==> src/rtl/dct_coeff_serializer_if.sv <==
// Frame-in / beat-out bundle for dct_coeff_serializer.
// The slave modport is the serializer; the master modport is the surrounding logic.
interface dct_coeff_serializer_if #(
  parameter int unsigned COEF_W = 13,
  parameter int unsigned N_COEF = 8,
  parameter int unsigned THR_W  = 12,
  parameter int unsigned CNT_W  = 16
);
  localparam int unsigned IDX_W = $clog2(N_COEF);

  logic                       coef_valid;
  logic                       coef_ready;
  logic [N_COEF*COEF_W-1:0]   coef_bus;
  logic [THR_W-1:0]           threshold;
  logic                       out_valid;
  logic                       out_ready;
  logic signed [COEF_W-1:0]   out_data;
  logic [IDX_W-1:0]           out_idx;
  logic                       out_last;
  logic [CNT_W-1:0]           frame_cnt;

  modport master (
    output coef_valid, coef_bus, threshold, out_ready,
    input  coef_ready, out_valid, out_data, out_idx, out_last, frame_cnt
  );

  modport slave (
    input  coef_valid, coef_bus, threshold, out_ready,
    output coef_ready, out_valid, out_data, out_idx, out_last, frame_cnt
  );
endinterface

==> src/rtl/dct_coeff_serializer.sv <==
// Captures a frame of DCT coefficients, zeroes those below threshold, streams them out one per beat.
// Optional ZERO_SKIP_EN: skip zero beats except the last index, which always carries out_last.
module dct_coeff_serializer #(
  parameter int unsigned COEF_W = 13,
  parameter int unsigned N_COEF = 8,
  parameter int unsigned THR_W  = 12,
  parameter int unsigned CNT_W  = 16
) (
  input logic clk,
  input logic rst,
  dct_coeff_serializer_if.slave bus
);
  localparam int unsigned IDX_W = $clog2(N_COEF);
  localparam int unsigned MAG_W = COEF_W + 1;
  localparam logic [IDX_W-1:0] LAST_IDX = IDX_W'(N_COEF - 1);

  typedef enum logic {IDLE, SEND} state_t;

  state_t                   state, state_next;
  logic signed [COEF_W-1:0] bank     [N_COEF];
  logic signed [COEF_W-1:0] thr_coef [N_COEF];
  logic [IDX_W-1:0]         idx, idx_first, idx_next;
  logic [CNT_W-1:0]         cnt;
  logic                     ready, capture, xfer, last_xfer;

  // Magnitude is one bit wider so that the most negative code has a representable |c|.
  function automatic logic signed [COEF_W-1:0] apply_thr(
    input logic signed [COEF_W-1:0] c,
    input logic [THR_W-1:0]         t
  );
    logic [MAG_W-1:0] ext, mag;
    ext = {c[COEF_W-1], c};
    mag = c[COEF_W-1] ? (~ext + 1'b1) : ext;
    return (mag < MAG_W'(t)) ? '0 : c;
  endfunction

`ifdef ZERO_SKIP_EN
  logic [N_COEF-1:0] new_nz, bank_nz;

  // First nonzero position at or after start; the last index is the fallback.
  function automatic logic [IDX_W-1:0] next_emit(
    input logic [N_COEF-1:0] nz,
    input int unsigned       start
  );
    logic [IDX_W-1:0] r;
    logic             found;
    r     = LAST_IDX;
    found = 1'b0;
    for (int unsigned i = 0; i < N_COEF - 1; i++) begin
      if (!found && i >= start && nz[i]) begin
        r     = IDX_W'(i);
        found = 1'b1;
      end
    end
    return r;
  endfunction
`endif

  always_comb begin
    for (int unsigned i = 0; i < N_COEF; i++) begin
      thr_coef[i] = apply_thr(bus.coef_bus[i*COEF_W +: COEF_W], bus.threshold);
    end
  end

`ifdef ZERO_SKIP_EN
  always_comb begin
    new_nz  = '0;
    bank_nz = '0;
    for (int unsigned i = 0; i < N_COEF; i++) begin
      new_nz[i]  = |thr_coef[i];
      bank_nz[i] = |bank[i];
    end
    idx_first = next_emit(new_nz, 0);
    idx_next  = next_emit(bank_nz, 32'(idx) + 1);
  end
`else
  always_comb begin
    idx_first = '0;
    idx_next  = idx + 1'b1;
  end
`endif

  // Ready is combinational on out_ready so a new frame can load on the last beat without a bubble.
  always_comb begin
    xfer       = (state == SEND) && bus.out_ready;
    last_xfer  = xfer && (idx == LAST_IDX);
    ready      = !rst && ((state == IDLE) || last_xfer);
    capture    = ready && bus.coef_valid;
    state_next = state;
    case (state)
      IDLE:    if (capture) state_next = SEND;
      SEND:    if (last_xfer && !capture) state_next = IDLE;
      default: state_next = IDLE;
    endcase
  end

  always_ff @(posedge clk) begin
    if (rst) state <= IDLE;
    else     state <= state_next;
  end

  always_ff @(posedge clk) begin
    if (rst) begin
      idx <= '0;
      cnt <= '0;
      for (int unsigned i = 0; i < N_COEF; i++) bank[i] <= '0;
    end else begin
      if (last_xfer) cnt <= cnt + 1'b1;
      if (capture) begin
        bank <= thr_coef;
        idx  <= idx_first;
      end else if (last_xfer) begin
        idx <= '0;
      end else if (xfer) begin
        idx <= idx_next;
      end
    end
  end

  assign bus.coef_ready = ready;
  assign bus.out_valid  = (state == SEND);
  assign bus.out_data   = bank[idx];
  assign bus.out_idx    = idx;
  assign bus.out_last   = (state == SEND) && (idx == LAST_IDX);
  assign bus.frame_cnt  = cnt;
endmodule

==> src/flat_wrapper.sv <==
// flat-port wrapper written by rule: the top's interface ports become plain ports
module dct_coeff_serializer_flat 
#(
  parameter int unsigned COEF_W = 13,
  parameter int unsigned N_COEF = 8,
  parameter int unsigned THR_W  = 12,
  parameter int unsigned CNT_W  = 16
)
  (clk, rst, bus_coef_valid, bus_coef_bus, bus_threshold, bus_out_ready, bus_coef_ready, bus_out_valid, bus_out_data, bus_out_idx, bus_out_last, bus_frame_cnt);
  dct_coeff_serializer_if #(.COEF_W(COEF_W), .N_COEF(N_COEF), .THR_W(THR_W), .CNT_W(CNT_W)) bus_i ();
  input logic clk;
  input logic rst;
  input wire logic [$bits(bus_i.coef_valid)-1:0] bus_coef_valid;
  input wire logic [$bits(bus_i.coef_bus)-1:0] bus_coef_bus;
  input wire logic [$bits(bus_i.threshold)-1:0] bus_threshold;
  input wire logic [$bits(bus_i.out_ready)-1:0] bus_out_ready;
  output wire logic [$bits(bus_i.coef_ready)-1:0] bus_coef_ready;
  output wire logic [$bits(bus_i.out_valid)-1:0] bus_out_valid;
  output wire logic [$bits(bus_i.out_data)-1:0] bus_out_data;
  output wire logic [$bits(bus_i.out_idx)-1:0] bus_out_idx;
  output wire logic [$bits(bus_i.out_last)-1:0] bus_out_last;
  output wire logic [$bits(bus_i.frame_cnt)-1:0] bus_frame_cnt;
  assign bus_i.coef_valid = bus_coef_valid;
  assign bus_i.coef_bus = bus_coef_bus;
  assign bus_i.threshold = bus_threshold;
  assign bus_i.out_ready = bus_out_ready;
  assign bus_coef_ready = bus_i.coef_ready;
  assign bus_out_valid = bus_i.out_valid;
  assign bus_out_data = bus_i.out_data;
  assign bus_out_idx = bus_i.out_idx;
  assign bus_out_last = bus_i.out_last;
  assign bus_frame_cnt = bus_i.frame_cnt;
  dct_coeff_serializer #(.COEF_W(COEF_W), .N_COEF(N_COEF), .THR_W(THR_W), .CNT_W(CNT_W)) u_core (.clk(clk), .rst(rst), .bus(bus_i));
endmodule
==> config.mk <==
export PLATFORM = sky130hd
export DESIGN_NAME = dct_coeff_serializer_flat
export DESIGN_NICKNAME = d
export VERILOG_FILES = /design/src/rtl/dct_coeff_serializer_if.sv /design/src/rtl/dct_coeff_serializer.sv /design/src/flat_wrapper.sv
export SDC_FILE = /design/constraint.sdc
export NUM_CORES = 1
export LEC_CHECK = 0
export CAP_MARGIN = 20
export CORE_MARGIN = 4
export CORE_UTILIZATION = 61
export CTS_BUF_LIST = sky130_fd_sc_hd__clkbuf_2
export CTS_CLUSTER_SIZE = 10
export DETAILED_ROUTE_END_ITERATION = 16
export PLACE_DENSITY = 0.89
export SYNTH_ARGS = -nofsm -noshare
export SYNTH_HDL_FRONTEND = slang
export SYNTH_SLANG_ARGS = --single-unit
==> constraint.sdc <==
create_clock -name clk -period 9.05 [get_ports clk]
set_input_delay 1.3575 -clock clk [delete_from_list [all_inputs] [get_ports clk]]
set_output_delay 1.3575 -clock clk [all_outputs]
set_load 0.05 [all_outputs]
Yosys cells after proc, flatten, opt, wreduce, memory -nomap -nowiden
Index checks and enable logic that the tools add are counted.

Flip-flop bits (word level): 124. Output and inout port bits: 35. Input port bits: 120. Logic and storage cells: 73.

Bitwise logic cells: 10. Order comparisons: 9. Eq/ne operators: 1. Mux-type cells: 22. $add $sub $neg: 10. Reduce and logical (&&, ||, !) cells: 10.

Operator list (number): 13-bit two-way mux (10); 14-bit by 1-bit adder with 14-bit output (second input constant) (8); 14-bit by 12-bit less-than comparator with 1-bit output (8); 14-bit two-way mux (8); 14-bit NOT (8); 13-bit binary-select mux with 3-bit select (1); 16-bit by 1-bit adder with 16-bit output (second input constant) (1); 1-bit logical AND (6); 4-bit greater-or-equal comparator (second input constant) (1); 3-bit NOT with 4-bit output (1); 3-bit by 1-bit adder with 3-bit output (second input constant) (1); 3-bit == test (second input constant) (1); 3-bit OR reduction (1); 1-bit zero test (2); 1-bit two-way mux (2); 1-bit case mux with 2 select lines (1); 1-bit logical OR (1); 1-bit NOT (1).

Logic depth before layout (Yosys ltp)
Gate-level depths: netlist (run 1).

Depth after elaboration: 9. Mapped depth: 13. Depth with buffers taken out: 11.

Worst setup path before layout (run 1)
OpenSTA, ideal clock, no wires.

Path type: input-to-reg. Start: input bus_coef_bus[2]. End: register u_core.bank[100] in the netlist's numbering. Path slack: 5173 ps. Path buffers: 2. Stages: 12. Required time: 8922 ps. Arrival time: 3749 ps. Setup time: 128 ps. Path through: clkbuf_1 -> nor4_1 -> nand2_1 -> nand2_1 -> xnor2_1 -> ha_1 -> and3_1 -> a221oi_1 -> o21ai_1 -> a221oi_1 -> clkbuf_1 -> o21ai_1.

Word-level cells in the longest chain between the ends: 5.

Ends and longest elaborated chain: from (decl) (RTL line flat_wrapper.sv:14) `input wire logic [$bits(bus_i.coef_bus)-1:0] bus_coef_bus;`; 14-bit NOT (RTL line dct_coeff_serializer.sv:33) `mag = c[COEF_W-1] ? (~ext + 1'b1) : ext;`; 14-bit by 1-bit adder with 14-bit output (RTL line dct_coeff_serializer.sv:33); 14-bit two-way mux (*) (RTL line dct_coeff_serializer.sv:33); 14-bit by 12-bit less-than comparator with 1-bit output (*) (RTL line dct_coeff_serializer.sv:34) `return (mag < MAG_W'(t)) ? '0 : c;`; 13-bit two-way mux (*) (RTL line dct_coeff_serializer.sv:34); to (signal assigned) (RTL line dct_coeff_serializer.sv:110) `bank <= thr_coef;`; to (decl) (RTL line dct_coeff_serializer.sv:20) `logic signed [COEF_W-1:0] bank [N_COEF];`.

Mark *: on every way between the ends. The rest lies on a longest branch, timed or not. A chain may end at the register's enable or synchronous reset.

Worst setup path after layout (run 1)
Start: register u_core.idx[0] (netlist: u_core.bus.out_idx[0]). End: output bus_coef_ready.

Word-level cells in the longest chain between the ends: 4.

Ends and longest elaborated chain: from (decl) (RTL line dct_coeff_serializer.sv:22) `logic [IDX_W-1:0] idx, idx_first, idx_next;`; from (signal assigned) (RTL line dct_coeff_serializer.sv:111) `idx <= idx_first;`; from (signal assigned) (RTL line dct_coeff_serializer.sv:115) `idx <= idx_next;`; 3-bit == test (RTL line dct_coeff_serializer.sv:86) `last_xfer = xfer && (idx == LAST_IDX);`; 1-bit logical AND (RTL line dct_coeff_serializer.sv:86); 1-bit logical OR (RTL line dct_coeff_serializer.sv:87) `ready = !rst && ((state == IDLE) || last_xfer);`; 1-bit logical AND (RTL line dct_coeff_serializer.sv:87); to (decl) (RTL line flat_wrapper.sv:17) `output wire logic [$bits(bus_i.coef_ready)-1:0] bus_coef_ready;`.

No other way between the ends.

==> impl_metrics.ini, run 1 <==
[timing]
min_period_over_period_pct = 53.0
setup_tns_ns = 0
slew_violations = 0
worst_slack_ns = 4.26
worst_pin_slew_ns = 1.01
clock-skew-final_ns = 0.0239
fmax_mhz = 209
holdWs_ns = 0.500
maxSlewHeadroom_pct = 32.4
setup_violations = 0
rsz0062_at_grt = no
period_minus_slack_ns = 4.79
hold_violations = 0

[floorplan]
std_cell_rows = 45
dieArea_mm2 = 0.0180
die_y_um = 134
start_util_pct = 63.0
fp.dieW_um = 134
ios = 155
core_mm2 = 0.0154

[logic_synthesis]
synth_ff_type = dfxtp_1
ys_async_sr_fraction_pct = 0
syn-instance-count = 1125
ys_types = 53
synthSimpleGateAreaFrac_pct = 14.6
syn_nets = 1344
yosysWarningCount = 0
synth_fa_ha_area_share_pct = 12.8
synth-seq-area-share_pct = 25.6
synth_edf_count = 0
synth_top_family_by_area = compound AO/OA/AOI/OAI gates
synth_compound_area_share_pct = 25.8
muxShareOfSynthArea_pct = 7.64
syn_area_per_cell_um2 = 8.63
syn-cell-area_mm2 = 0.00971
ys_ff_latch = 124
synth-xor-area-share_pct = 8.30

[place]
io_buffers = 154
place_ws_ns = 4.27
gp_congestion = 0.964
post-dp-hpwl_mm = 22.2

[final_layout]
area_growth_pct = 19.0
final_util_pct = 74.9
drive_above_1_share_pct = 8.53
nFillCells = 1151
layout.nets = 1451

[worst_setup_path]
r2r_slack_ns = 5.01
cp_max_fo = 30
worstReg2RegEnd = u_core.bank[95]
critical_path_class = reg -> out
rr_worst_depth = 7
arrival_ns = 3.43
r2r-start = u_core.bus.out_idx[0]
critPathCaptureType = primary output
startpoint_type = flop
crit_required_ns = 7.69

[drt]
wire_per_inst_um = 20.8
drt_iter0_markers = 1272
ant_nets = 0
dr.pass1.iters = 6
vias_per_cell = 6.83
drc_errors = 0
wirelength_mm = 30.3
vias = 9931

[power_and_ir_drop]
p_leak_nw = 4.31
power.density_mw_per_mm2 = 123
peakVddDrop_uv = 85.1
power.total_mw = 1.42

[clock_network]
hold_buffers = 0
cts_tree = yes
clockRootBuffer = clkbuf_2
cts_inserted_buffers = 17
clkTransAtPathRegs_ns = 0.17
cts.sinks = 124
h-tree-depth = 4
cts_resized = 0
cts_setup_buffers = 0
clock_latency_ns = 0.70
cts_max_path_buffers = 2

[worst_hold_path]
holdPathEnd = u_core.bank[72]
hp-start = u_core.bank[72]
hold_path_depth = 2
hp-class = reg -> reg

[flow_run]
drv_cap = 0

[run_status]
status = finished clean

[grt]
globalRouteOverflowTotal = 0
grt_pass1_wl_mm = 47.9
grt_pass1_vias = 9144
track_usage_pct = 33.2
grt_start_max_net_pins = 105
antenna_found_initial = 1
layer usage:
metal	wire length [µm]	global-route usage, %	share of wire (%)
met5	0	0	0
met4	1140	13.2	3.8
met3	3720	8.10	12
met2	13200	50.3	44
met1	12200	45.5	40
how the worst max path moves through the flow:
| stage | startpoint | end | slack (ns) | cells after the start |
|---|---|---|---|---|
| final | u_core.bus.out_idx[0] | bus_coef_ready | 4.26 | 5 |
| after global routing | u_core.bus.out_idx[0] | bus_coef_ready | 3.97 | 5 |
| after CTS | u_core.bus.out_idx[1] | bus_coef_ready | 4.04 | 5 |
| after detailed placement | bus_coef_bus[81] | u_core.bank[14] | 4.27 | 12 |
| after global placement | bus_coef_bus[81] | u_core.bank[18] | 4.40 | 12 |
| after floorplan | bus_coef_bus[2] | u_core.bank[100] | 5.17 | 12 |
cells by family (layout without fill, tap and decap cells):
logic type | count (synthesis) | in the layout
compound gates | 358 | 358
simple gates | 280 | 280
buf+inv | 132 | 250
flops | 124 | 124
fa+ha+maj | 99 | 99
xor+xnor | 92 | 92
mux | 40 | 40
other cells | 0 | 1
area by class of cell:
cell class                      count  area [µm²]  area share, %
Tap cell                          211         264           2.28
Sequential cell                   124        2480           21.5
Clock buffer                       20         100          0.866
Multi-Input combinational cell    869        6740           58.3
Antenna cell                        1        2.50         0.0216
Inverter                           53         199           1.72
Clock inverter                     10         125           1.08
Timing Repair Buffer              167        1650           14.2
stage by stage:
step / instances / cell area (µm²)
after detailed placement: 1421 / 11300
after global placement: 1420 / 11300
final: 1455 / 11600
after global routing: 1455 / 11600
after CTS: 1451 / 11500
after floorplan: 1125 / 9710
sequential cells by signal, summed over array words and instances, names as in the netlist:
register and cells:
u_core.bus.out_valid 1, u_core.bank 104, u_core.bus.frame_cnt 16, u_core.bus.out_idx 3
layout by cell type, fill, tap and decap left out, drive strengths merged, types with 21 or more instances in the layout:
master / synthesis / routed
nand3: 93 / 93
nor2: 39 / 39
xnor2: 80 / 80
a32oi: 104 / 104
clkdlybuf4s50: 0 / 154
nand2: 58 / 58
mux4: 26 / 26
inv: 53 / 53
o21ai: 145 / 145
a21oi: 29 / 29
ha: 99 / 99
dfxtp: 124 / 124
o31ai: 21 / 21
power by group:
| group | leakage (nW) | switching, mW | internal (mW) |
|---|---|---|---|
| combinational | 3.16 | 0.275 | 0.195 |
| clock | 0.144 | 0.200 | 0.151 |
| sequential | 1.01 | 0.0241 | 0.574 |
| total | 4.31 | 0.499 | 0.920 |
critical path, stage by stage, from the launching register on:
cell,delay (ns)
dfxtp_2,0.98
ha_1,0.28
ha_1,0.34
a21boi_0,0.19
nor2_1,0.13
clkdlybuf4s50_1,0.83
cell usage after synthesis (all sizes together), types with 4 or more instances:
master	n	area [µm²]
nand2	58	218
and3	16	100
a21o	18	135
xor2	12	105
mux4	26	586
mux2	13	146
a221oi	12	105
a32oi	104	911
nor3	9	45.0
ha	99	1240
o41ai	12	158
dfxtp	124	2480
and2	8	50.1
inv	53	199
or3	8	55.1
o21ai	145	763
clkbuf	66	248
nand3	93	465
a21oi	29	145
nand4	14	87.6
o31ai	21	158
nor2	39	146
or4	5	41.3
buf	13	76.3
nand2b	14	87.6
xnor2	80	701
nor4	4	31.3
a211oi	4	30.0
Note: power is estimated with default switching activity, not from simulation.
==> run 2, diff against run 1 <==
- CORE_UTILIZATION: 61 -> 51
- PLACE_DENSITY: 0.89 -> 0.8
- clock period: 9.05 -> 3.96 ns (I/O delays scaled with it)
==> impl_metrics.ini, run 2 (synthesis gave the netlist of run 1 again) <==
[clock_network]
cts_inserted_buffers = 17
cts_tree = yes
cts.sinks = 124
h-tree-depth = 4
cts_max_path_buffers = 2
cts_resized = 0
cts_setup_buffers = 0
hold_buffers = 0
clkTransAtPathRegs_ns = 0.21
clock_latency_ns = 0.75
clockRootBuffer = clkbuf_2

[timing]
period_minus_slack_ns = 3.68
holdWs_ns = 0.497
fmax_mhz = 272
rsz0062_at_grt = no
hold_violations = 0
clock-skew-final_ns = 0.0339
setup_tns_ns = 0
min_period_over_period_pct = 93.0
worst_pin_slew_ns = 0.917
setup_violations = 0
maxSlewHeadroom_pct = 38.4
slew_violations = 0
worst_slack_ns = 0.279

[drt]
wire_per_inst_um = 20.7
top_layer = met5
met3WireLength_mm = 3.28
drc_errors = 0
wirelength_mm = 30.8
dr.pass1.iters = 7
ant_nets = 0
drt_iter0_markers = 1145
vias = 9781
wl_met2_mm = 13.3
vias_per_cell = 6.56
wl_met1_mm = 12.9

[place]
place_area_mm2 = 0.0115
dp.cells = 1455
post-dp-hpwl_mm = 22.6
place_ws_ns = 0.0944
gp_congestion = 0.930
io_buffers = 154

[worst_setup_path]
rr_worst_depth = 8
crit_required_ns = 3.37
endpoint = bus_coef_ready
worstReg2RegEnd = u_core.bank[34]
r2r_slack_ns = 1.27
arrival_ns = 3.09
critPathCaptureType = primary output
cp_max_fo = 29
cp-startpoint = u_core.bus.out_idx[1]
r2r-start = u_core.bus.out_idx[1]
critical_path_class = reg -> out
startpoint_type = flop

[power_and_ir_drop]
power.density_mw_per_mm2 = 286
peakVddDrop_uv = 141
p_leak_nw = 4.38
power.total_mw = 3.36

[floorplan]
start_util_pct = 51.9
ios = 155
core_mm2 = 0.0187
die_y_um = 146
dieArea_mm2 = 0.0213
fp.dieW_um = 146
std_cell_rows = 50

[final_layout]
final_common_cell = clkdlybuf4s50_1
seqCellArea_mm2 = 0.00248
area_growth_pct = 21.0
fin_area_mm2 = 0.0118
multi_input_area_mm2 = 0.00674
nFillCells = 1536
fin_cells = 1490
layout.nets = 1461
final_util_pct = 62.8
regMostFlops = u_core.bank
largest_reg_flops = 104
drive_above_1_share_pct = 9.56
layout_common_cells = clkdlybuf4s50_1 (154), dfxtp_1 (123), o21ai_1 (116)

[worst_hold_path]
hp-class = in -> reg

[grt]
grt_pass1_wl_mm = 47.8
grt_pass1_vias = 8844
antenna_found_initial = 1
track_usage_pct = 27.9
grt_start_max_net_pins = 183
globalRouteOverflowTotal = 0

[flow_run]
drv_cap = 0

[run_status]
status = finished clean
==> run 2: critical path, stage by stage, from the launching register on <==
cell             delay, ns
dfxtp_1               0.35
buf_4                 0.34
ha_1                  0.23
ha_1                  0.31
a21boi_0              0.18
nor2_1                0.14
clkdlybuf4s50_1       0.82
==> run 2: where the power goes <==
group          leakage, nW  switching [mW]  internal (mW)  total, mW
Sequential            1.01          0.0509           1.31       1.36
Combinational         3.22           0.632          0.456       1.09
Clock                0.149           0.547          0.362      0.908
Total                 4.38            1.23           2.13       3.36
==> run 2: how the worst min path moves through the flow <==
| stage | from | depth (start not counted) | end | slack [ns] |
|---|---|---|---|---|
| floorplan | u_core.bank[0] | 2 | u_core.bank[0] | 0.43 |
| global placement | u_core.bank[66] | 2 | u_core.bank[66] | 0.45 |
| detailed placement | u_core.bank[71] | 2 | u_core.bank[71] | 0.45 |
| CTS | bus_coef_bus[89] | 3 | u_core.bank[24] | 0.46 |
| global route | bus_coef_bus[89] | 3 | u_core.bank[24] | 0.47 |
| finish | bus_coef_bus[89] | 3 | u_core.bank[24] | 0.50 |
==> run 2: cell type report <==
cell class / instances / share of cell area (%)
clock buffers: 17 / 0.724
diodes: 1 / 0.0213
well taps: 234 / 2.49
clock inverters: 15 / 1.61
flip-flops and latches: 124 / 21.1
repair buffers: 177 / 15.0
multi-input cells: 869 / 57.3
inverters: 53 / 1.69
==> run 2: layer usage <==
layer | vias to the layer above | track usage, %
met5 | - | 2.27
met4 | 2 | 11.7
met3 | 93 | 7.41
met2 | 570 | 41.3
met1 | 4572 | 38.3
li1 | 4544 | -
==> run 3, diff against run 2 <==
- CORE_UTILIZATION: 51 -> 50
- CTS_BUF_LIST: sky130_fd_sc_hd__clkbuf_2 -> default
- PLACE_DENSITY: 0.8 -> 0.78
- RECOVER_POWER: default -> 50
==> impl_metrics.ini, run 3 (synthesis gave the netlist of run 1 again) <==
[run_status]
status = finished, violations left
violations = max-capacitance violations, max-slew violations

[timing]
hold_violations = 0
holdWs_ns = 0.476
maxSlewHeadroom_pct = -32.2
min_period_over_period_pct = 89.8
setup_violations = 0
fmax_mhz = 281
rsz0062_at_grt = no
clock-skew-final_ns = 0.0101
worst_pin_slew_ns = 1.98
period_minus_slack_ns = 3.56
slew_violations = 108
setup_tns_ns = 0

[clock_network]
cts_tree = yes
hold_buffers = 0
cts_setup_buffers = 0
clkTransAtPathRegs_ns = 0.06
cts_resized = 0
cts_inserted_buffers = 17
clockRootBuffer = clkbuf_16
clock_latency_ns = 0.43
cts_max_path_buffers = 2
h-tree-depth = 4
cts.sinks = 124

[floorplan]
start_util_pct = 51.4
ios = 155
die_y_um = 147
core_mm2 = 0.0189
std_cell_rows = 50
dieArea_mm2 = 0.0217
fp.dieW_um = 147

[worst_setup_path]
cpLargestDelayFamily = buffers and inverters
cp-startpoint = u_core.bus.out_idx[0]
r2r-start = u_core.bus.out_idx[1]
startpoint_type = flop
critPathCaptureType = primary output
arrival_ns = 2.96
crit_required_ns = 3.37
critical_path_class = reg -> out
cp_num_buf_inv = 2
cp_cell_sequence = buf_4 -> mux4_2 -> mux2_2 -> clkdlybuf4s50_1
cp_max_fo = 20
critPathMaxStageDelay_ns = 0.71
crit_slowest_cell = clkdlybuf4s50_1

[power_and_ir_drop]
combPwrFrac_pct = 26.4
power.density_mw_per_mm2 = 337
p_leak_nw = 4.59
power.internal_mw = 2.79
clkPwrFrac_pct = 40.1
p_switching_mw = 1.28
seqPwrFrac_pct = 33.5
peakVddDrop_uv = 279
switching_share_pct = 31.5
power.total_mw = 4.07

[final_layout]
fin_area_mm2 = 0.0121
nFillCells = 1590
layout.nets = 1462
final_common_cell = clkdlybuf4s50_1
multi_input_area_mm2 = 0.00673
seqCellArea_mm2 = 0.00248
largest_reg_flops = 104
n_antenna_cell = 0
drive_above_1_share_pct = 9.39
layout_common_cells = clkdlybuf4s50_1 (134), dfxtp_1 (123), a32oi_1 (104)
fin_cells = 1516
regMostFlops = u_core.bank
area_growth_pct = 24.5

[place]
place_area_mm2 = 0.0115
io_buffers = 154
post-dp-hpwl_mm = 22.4
dp.cells = 1483
gp_congestion = 0.914

[drt]
vias = 9840
wirelength_mm = 31.1
vias_per_cell = 6.49
wire_per_inst_um = 20.5
drc_errors = 0
dr.pass1.iters = 6
ant_nets = 0
drt_iter0_markers = 1232

[grt]
antenna_found_initial = 0
grt_pass1_wl_mm = 48.5
grt_start_max_net_pins = 108
globalRouteOverflowTotal = 0
grt_pass1_vias = 8844
track_usage_pct = 28.0

[worst_hold_path]
hp-class = reg -> reg
hp-start = u_core.bank[6]

[flow_run]
drv_cap = 1
run 3: worst register-to-register path, stage by stage, from the launching register on:
cell,delay [ns]
dfxtp_1,0.30
buf_4,0.23
ha_1,0.23
ha_1,0.31
a21bo_1,0.27
a21oi_4,0.14
buf_2,1.40
a32oi_1,0.30
o21ai_1,0.19
run 3: per-layer routing:
metal	part of all wire, %	global-route usage [%]
met1	43	40.0
met3	9.8	5.27
met4	3.9	11.6
met2	44	41.7
met5	0	0
run 3: power groups by stage:
stage | clock network, mW | registers (mW) | logic [mW]
2_1_floorplan | 0 | 1.36 | 0.673
3_3_place_gp | 0 | 1.39 | 1.03
3_5_place_dp | 0 | 1.39 | 1.06
4_1_cts | 1.63 | 1.36 | 1.07
5_1_grt | 1.69 | 1.37 | 1.18
6_report | 1.63 | 1.36 | 1.08
run 3: worst paths after layout:
kind	cells after the start	to	slack, ns
max	4	bus_out_data[4]	0.40
max reg2reg	8	u_core.bank[78]	0.50
min	2	u_core.bank[6]	0.48
min reg2reg	2	u_core.bank[6]	0.48
run 3: layout make-up:
cell class / instances / area share, %
inverters: 53 / 1.64
multi-input cells: 869 / 55.6
well taps: 260 / 2.69
flip-flops and latches: 124 / 20.5
clock buffers: 19 / 3.74
clock inverters: 13 / 1.35
repair buffers: 178 / 14.4
run 3: per-stage QoR:
| step | util (%) | setup WS (ns) |
|---|---|---|
| after global placement | 60.8 | 0.217 |
| after floorplan | - | 0.847 |
| after global routing | 64.0 | 0.224 |
| after CTS | 64.1 | 0.364 |
| final | 64.0 | 0.403 |
| after detailed placement | 60.8 | 0.147 |
